<file path="src/rtl/mc_controller.sv">
`default_nettype none
// ============================================================================
// mc_controller : multicycle control FSM (fetch/decode/execute/mem/writeback)
// Rev 1.0       : initial release
// ============================================================================
module mc_controller (
   input  logic       clk,
   input  logic       reset_n,
   input  logic [5:0] op,
   input  logic       zero,
   input  logic       mem_ready,
   output logic       mem_req,
   output logic       iord,
   output logic       memwrite,
   output logic       irwrite,
   output logic       regdst,
   output logic       memtoreg,
   output logic       regwrite,
   output logic       alusrca,
   output logic [1:0] alusrcb,
   output logic [1:0] aluop,
   output logic [1:0] pcsrc,
   output logic       pcen,
   output logic       illegal_op,
   output logic [3:0] state
);

   localparam logic [5:0] c_OP_LW    = 6'b100011;
   localparam logic [5:0] c_OP_SW    = 6'b101011;
   localparam logic [5:0] c_OP_RTYPE = 6'b000000;
   localparam logic [5:0] c_OP_BEQ   = 6'b000100;
   localparam logic [5:0] c_OP_ADDI  = 6'b001000;
   localparam logic [5:0] c_OP_J     = 6'b000010;

   typedef enum logic [3:0] {
      ST_FETCH   = 4'd0,
      ST_DECODE  = 4'd1,
      ST_MEMADR  = 4'd2,
      ST_MEMRD   = 4'd3,
      ST_MEMWB   = 4'd4,
      ST_MEMWR   = 4'd5,
      ST_RTYPEEX = 4'd6,
      ST_RTYPEWB = 4'd7,
      ST_BEQEX   = 4'd8,
      ST_ADDIEX  = 4'd9,
      ST_ADDIWB  = 4'd10,
      ST_JEX     = 4'd11
   } state_t;

   state_t r_state;
   state_t w_dec;
   state_t w_next;

   logic w_mem_req;
   logic w_memwrite;
   logic w_irwrite;
   logic w_regwrite;
   logic w_pcwrite;
   logic w_branch;
   logic w_illegal;

   always_ff @(posedge clk) begin
      if (!reset_n) begin
         r_state <= ST_FETCH;
      end else begin
         r_state <= w_next;
      end
   end

   // While in reset every output decodes as FETCH, so a half-finished
   // instruction cannot leak a select or strobe into the datapath.
   assign w_dec = reset_n ? r_state : ST_FETCH;

   always_comb begin
      w_next     = ST_FETCH;
      w_mem_req  = 1'b0;
      w_memwrite = 1'b0;
      w_irwrite  = 1'b0;
      w_regwrite = 1'b0;
      w_pcwrite  = 1'b0;
      w_branch   = 1'b0;
      w_illegal  = 1'b0;
      iord       = 1'b0;
      regdst     = 1'b0;
      memtoreg   = 1'b0;
      alusrca    = 1'b0;
      alusrcb    = 2'b00;
      aluop      = 2'b00;
      pcsrc      = 2'b00;

      case (w_dec)
         ST_FETCH: begin
            w_mem_req = 1'b1;
            alusrcb   = 2'b01;
            w_irwrite = mem_ready;
            w_pcwrite = mem_ready;
            w_next    = mem_ready ? ST_DECODE : ST_FETCH;
         end
         ST_DECODE: begin
            alusrcb = 2'b11;
            case (op)
               c_OP_LW, c_OP_SW: w_next = ST_MEMADR;
               c_OP_RTYPE:       w_next = ST_RTYPEEX;
               c_OP_BEQ:         w_next = ST_BEQEX;
               c_OP_ADDI:        w_next = ST_ADDIEX;
               c_OP_J:           w_next = ST_JEX;
               default: begin
                  w_illegal = 1'b1;
                  w_next    = ST_FETCH;
               end
            endcase
         end
         ST_MEMADR: begin
            alusrca = 1'b1;
            alusrcb = 2'b10;
            w_next  = (op == c_OP_LW) ? ST_MEMRD : ST_MEMWR;
         end
         ST_MEMRD: begin
            w_mem_req = 1'b1;
            iord      = 1'b1;
            w_next    = mem_ready ? ST_MEMWB : ST_MEMRD;
         end
         ST_MEMWB: begin
            memtoreg   = 1'b1;
            w_regwrite = 1'b1;
         end
         ST_MEMWR: begin
            w_mem_req  = 1'b1;
            iord       = 1'b1;
            w_memwrite = 1'b1;
            w_next     = mem_ready ? ST_FETCH : ST_MEMWR;
         end
         ST_RTYPEEX: begin
            alusrca = 1'b1;
            aluop   = 2'b10;
            w_next  = ST_RTYPEWB;
         end
         ST_RTYPEWB: begin
            regdst     = 1'b1;
            w_regwrite = 1'b1;
         end
         ST_BEQEX: begin
            alusrca  = 1'b1;
            aluop    = 2'b01;
            pcsrc    = 2'b01;
            w_branch = 1'b1;
         end
         ST_ADDIEX: begin
            alusrca = 1'b1;
            alusrcb = 2'b10;
            w_next  = ST_ADDIWB;
         end
         ST_ADDIWB: begin
            w_regwrite = 1'b1;
         end
         ST_JEX: begin
            pcsrc     = 2'b10;
            w_pcwrite = 1'b1;
         end
         default: begin
            w_next = ST_FETCH;
         end
      endcase
   end

   assign mem_req    = reset_n & w_mem_req;
   assign memwrite   = reset_n & w_memwrite;
   assign irwrite    = reset_n & w_irwrite;
   assign regwrite   = reset_n & w_regwrite;
   assign pcen       = reset_n & (w_pcwrite | (w_branch & zero));
   assign illegal_op = reset_n & w_illegal;
   assign state      = w_dec;

endmodule
`default_nettype wire

</file>
<file path="config.mk">
export PLATFORM = sky130hd
export DESIGN_NAME = mc_controller
export DESIGN_NICKNAME = d
export VERILOG_FILES = /design/src/rtl/mc_controller.sv
export SDC_FILE = /design/constraint.sdc
export NUM_CORES = 1
export LEC_CHECK = 0
export ABC_AREA = 1
export BUFFER_PORTS_ARGS = -buffer_cell sky130_fd_sc_hd__buf_2
export CORE_AREA = 3 3 40 42
export CTS_BUF_LIST = sky130_fd_sc_hd__clkbuf_4 sky130_fd_sc_hd__clkbuf_8
export CTS_CLUSTER_DIAMETER = 150
export DETAILED_ROUTE_END_ITERATION = 8
export DIE_AREA = 0 0 43 45
export PLACE_DENSITY = 0.71
export SLEW_MARGIN = 25
export SYNTH_ARGS = -nofsm -noshare
export SYNTH_HDL_FRONTEND = slang
export SYNTH_SLANG_ARGS = --single-unit
</file>
<file path="constraint.sdc">
create_clock -name clk -period 1.4 [get_ports clk]
set_input_delay 0.35 -clock clk [delete_from_list [all_inputs] [get_ports clk]]
set_output_delay 0.35 -clock clk [all_outputs]
set_load 0.01 [all_outputs]
</file>
Word level (Yosys, flattened, before mapping) --
Index checks and enable logic that the tools add are counted.
Word-level totals: flip-flop bits (word level) 4, bits of input ports 10, output and inout bits 20, word-level logic and storage cells 56
Operators by class: equality and inequality tests 16, mux-type cells 22, bitwise operators 8, reductions and logical operators 9
Operators with widths (number):
- 4-bit case mux with 7 select lines | 1
- 4-bit case mux with 5 select lines | 1
- 4-bit by 3-bit == test with 1-bit output, second input constant | 4
- 4-bit == test, second input constant | 4
- 6-bit == test, second input constant | 2
- 1-bit two-way mux | 12
- 3-bit two-way mux | 3
- 4-bit by 2-bit == test with 1-bit output, second input constant | 2
- 2-bit case mux with 2 select lines | 2
- 1-bit bitwise AND | 7
- 6-bit by 2-bit == test with 1-bit output, second input constant | 1
- 6-bit by 3-bit == test with 1-bit output, second input constant | 1
- 6-bit by 4-bit == test with 1-bit output, second input constant | 1
- 6-bit logical NOT | 1
- 2-bit case mux with 3 select lines | 1
- 2-bit OR reduction | 3
- 3-bit OR reduction | 2
- 6-bit OR reduction | 1
- 4-bit by 1-bit == test with 1-bit output, second input constant | 1
- 4-bit logical NOT | 1
- 4-bit two-way mux | 1
- 4-bit OR reduction | 1
- 1-bit case mux with 2 select lines | 1
- 1-bit OR | 1

Longest topological paths before layout --
depth after elaboration 6, gate-level depth with buffers 6, mapped depth without buffers 6

Worst setup path after synthesis --
No wires, ideal clock.
path type register to output, from register r_state[0], to output regwrite, arrival time 1.047 ns, data required time 1.050 ns, path slack 0.003 ns, cell stages (with the launch flop) 6, buffers on the path 0, cells stage by stage dfxtp_1 -> o21ai_0 -> inv_1 -> nor2_2 -> nor2_1 -> o21ai_1
On the way: cells in the longest elaborated chain, start to end 5, elaborated cells on any way between the ends 7, classes of those cells eq/ne: 3; mux: 2; bitwise: 1; reduce/logical: 1
Ends and longest elaborated chain:
- start: declaration | RTL line 50 | state_t r_state;
- start signal: assignment | RTL line 66 | r_state <= w_next;
- 4-bit two-way mux (*) | RTL line 72 | assign w_dec = reset_n ? r_state : ST_FETCH;
- 4-bit == test or 4-bit by 3-bit == test with 1-bit output (tied branches) | RTL line 91 | case (w_dec)
- 3-bit OR reduction (no line) (*)
- 1-bit two-way mux (*) | RTL line 91
- 1-bit bitwise AND (*) | RTL line 169 | assign regwrite = reset_n & w_regwrite;
- end: declaration | RTL line 18 | output logic regwrite,
Every way passes the cells marked *; elsewhere a longest branch is shown, timed or not.

Worst setup path in the final report --
from register r_state[3], to output pcen
On the way: cells in the longest elaborated chain, start to end 6, elaborated cells on any way between the ends 9, classes of those cells eq/ne: 2; mux: 3; bitwise: 3; reduce/logical: 1
Ends and longest elaborated chain:
- 4-bit two-way mux (*) | RTL line 72
- 4-bit == test | RTL line 91
- 1-bit two-way mux | RTL line 91
- 1-bit bitwise AND | RTL line 170 | assign pcen = reset_n & (w_pcwrite | (w_branch & zero));
- 1-bit OR (*) | RTL line 170
- 1-bit bitwise AND (*) | RTL line 170
- end: declaration | RTL line 23 | output logic pcen,
Marks and branches as above.

==> impl_metrics.yaml <==
critical_path:
  critPathCaptureType: "primary output"
  path_class: "reg -> out"
  arrival_ps: 1450
  crit_fanout: 4
  crit_path_start_kind: "register"
  path_buf_inv: 1
  critPathSlowestCell: "dfxtp_4"
  crit_chain: "nand2_4, nor2_4, nand2_1, a31oi_1, buf_2"
  cp_top_family: "flip-flops"
  cp.required_ps: 1050
  max_stage_delay_ps: 390
clocking:
  cts_root_buf: "clkbuf_4"
  cts_tree: "yes"
  insertion_delay_ps: 240
  postCtsHoldBufs: 0
  clockBufferDepth: 2
  htreeDepth: 1
  path_clk_slew_ps: 40
  cts.sinks: 4
  cts_buffers: 3
synth:
  synth.cell_area_um2: 510
  yosysSeqAreaShare_pct: 15.7
  synth_area_per_cell_um2: 5.43
  netlist_instances: 94
  ys_ff_latch: 4
  synthTopCellsByArea: "dfxtp_1 (16%), inv_1 (15%), nand2_1 (13%), nor2_1 (11%), nand3_1 (11%)"
  postSynthNetCount: 104
  synth_top_area_share_pct: 15.7
  ys_types: 18
  synth_warnings: 0
  yosys.area.top_type: "dfxtp_1"
placed_design:
  io_buffers: 29
  dp_hpwl_um: 1390
  gp_congestion: 0.851
  dpl_cell_area_um2: 840
  pre_cts_slack_ps: -241
timing:
  maxSlewHeadroom_pct: 83.2
  timing.final.hold_violations: 0
  slew_violations: 0
  fin_skew_ps: 7.03
  rsz0062_at_grt: "true"
  worst_slack_ps: -401
  setup_viol: 18
  final.min_clock_period_ps: 1800
  fin_crit_sh_pct: 129
  fmax_mhz: 555
  tightestPinTransition_ps: 249
final_layout:
  n_antenna_cell: 0
  top_register: "r_state"
  largestRegisters: "r_state x4"
  largest_reg_flops: 4
  area_growth_pct: 128
  final.fill_count: 60
  fin_area_um2: 1160
  fin_nets: 176
  final_layout_size_suffix_gt1_share_pct: 66.5
detailed_routing:
  num_vias: 933
  drt_iter0_markers: 57
  drt_first_pass_iters: 5
  wl_met2_um: 1430
  wl_per_cell_um: 15.2
  highest_layer: "met4"
  post_drt_via_cell_ratio: 5.21
  wirelength_um: 2730
  met1_length_um: 951
  ant_nets: 0
  drc_errors: 0
  dr_wl_met3_um: 238
grt:
  antenna_found_initial: 0
  grt_use_total_pct: 24.5
  grt_pass1_wl_um: 3530
  grt.overflow.total: 0
  grt_pass1_vias: 826
  grt_max_degree: 9
power:
  power_density_nw_per_um2: 334
  p_total_uw: 390
  irDropWorstVdd_mv: 0.400
  p_leak_nw: 0.726
  clockPowerShare_pct: 39.3
  power_frac_seq_pct: 29.8
  p_comb_share_pct: 30.9
  p_switching_uw: 130
  p_int_uw: 260
  p_sw_share_pct: 33.3
hold_path:
  hold_path_class: "in -> reg"
run:
  maxCapViolCount: 0
status:
  run_status: "complete, but fails checks"
  failed_checks: "setup timing"
floorplanning:
  die_area_um2: 1940
  die_x_um: 43
  rows: 13
  pin_count: 30
  die_h_um: 45
  start_util_pct: 39.7
  core_area_um2: 1280
cell type report:
| class | count | area (µm²) | area share [%] |
|---|---|---|---|
| Clock buffer | 3 | 22.5 | 1.93 |
| Timing Repair Buffer | 67 | 483 | 41.5 |
| Sequential cell | 4 | 95.1 | 8.16 |
| Multi-Input combinational cell | 68 | 463 | 39.7 |
| Inverter | 22 | 82.6 | 7.09 |
| Tap cell | 15 | 18.8 | 1.61 |
worst paths after layout:
path / start / endpoint / slack, ps / cells after the start
worst max-delay path: r_state[3] / pcen / -400 / 5
worst min-delay path: mem_ready / r_state[2] / 440 / 3
worst max register to register: r_state[2] / r_state[1] / 50 / 8
worst min register to register: r_state[3] / r_state[2] / 820 / 4
cells in the mapped netlist:
cell type  instances
o21ai_0            4
nor2_1            15
nand4_1            3
o211ai_2           1
nor2_4             3
inv_2              1
nand2_2            2
inv_1             21
nand3_1           11
nor3_2             1
o21ai_2            1
dfxtp_1            4
nor2_2             4
a31oi_1            1
and3_1             1
o21ai_1            2
a21oi_1            1
nand2_1           18
worst register-to-register path, stage by stage, from the launching register on:
cell and delay (ps):
dfxtp_4 380, nand2_4 90, nor2_4 140, buf_4 140
nand2_4 50, buf_4 130, buf_4 130, and3_1 160
nand3_1 60
routing by layer:
metal,track usage (%),vias to the layer above
li1,-,437
met2,49.4,64
met5,0,-
met3,4.38,12
met1,24.6,420
met4,9.64,0
through the flow:
step | std cells | hold slack, ps | setup TNS [ps] | util, %
final | 179 | 443 | -3390 | 90.7
after global placement | 160 | 679 | -1580 | 65.3
after floorplan | 94 | 501 | 0 | -
after CTS | 172 | 428 | -2370 | 81.5
after global routing | 179 | 449 | -4230 | 90.7
after detailed placement | 160 | 672 | -1900 | 65.3
cells by family after synthesis:
kind of cell,count (synthesis),synth area share (%)
compound gates,10,12.3
buf+inv,22,16.2
flops,4,15.7
simple gates,58,55.9
power groups by stage:
stage	Combinational, mW	Clock (mW)	Sequential (mW)
floorplan	0.0403	0	0.121
CTS	0.105	0.151	0.116
finish	0.120	0.153	0.116
detailed placement	0.0841	0	0.122
global route	0.129	0.162	0.116
global placement	0.0817	0	0.122
timing repair:
item,in CTS,in global routing
endpoints found under the setup margin,18,18
pin swaps,7,10
resized for setup,42,15
setup buffers,10,7
layout by cell type, fill, tap and decap left out, drive strengths merged:
cell / n
and3: 1
nand3: 11
nand4: 3
a21oi: 1
a31oi: 1
inv: 22
o21ai: 7
nor3: 1
clkbuf: 3
nand2: 20
dfxtp: 4
o211ai: 1
nor2: 22
buf: 67
(Power assumes the default switching activity.)
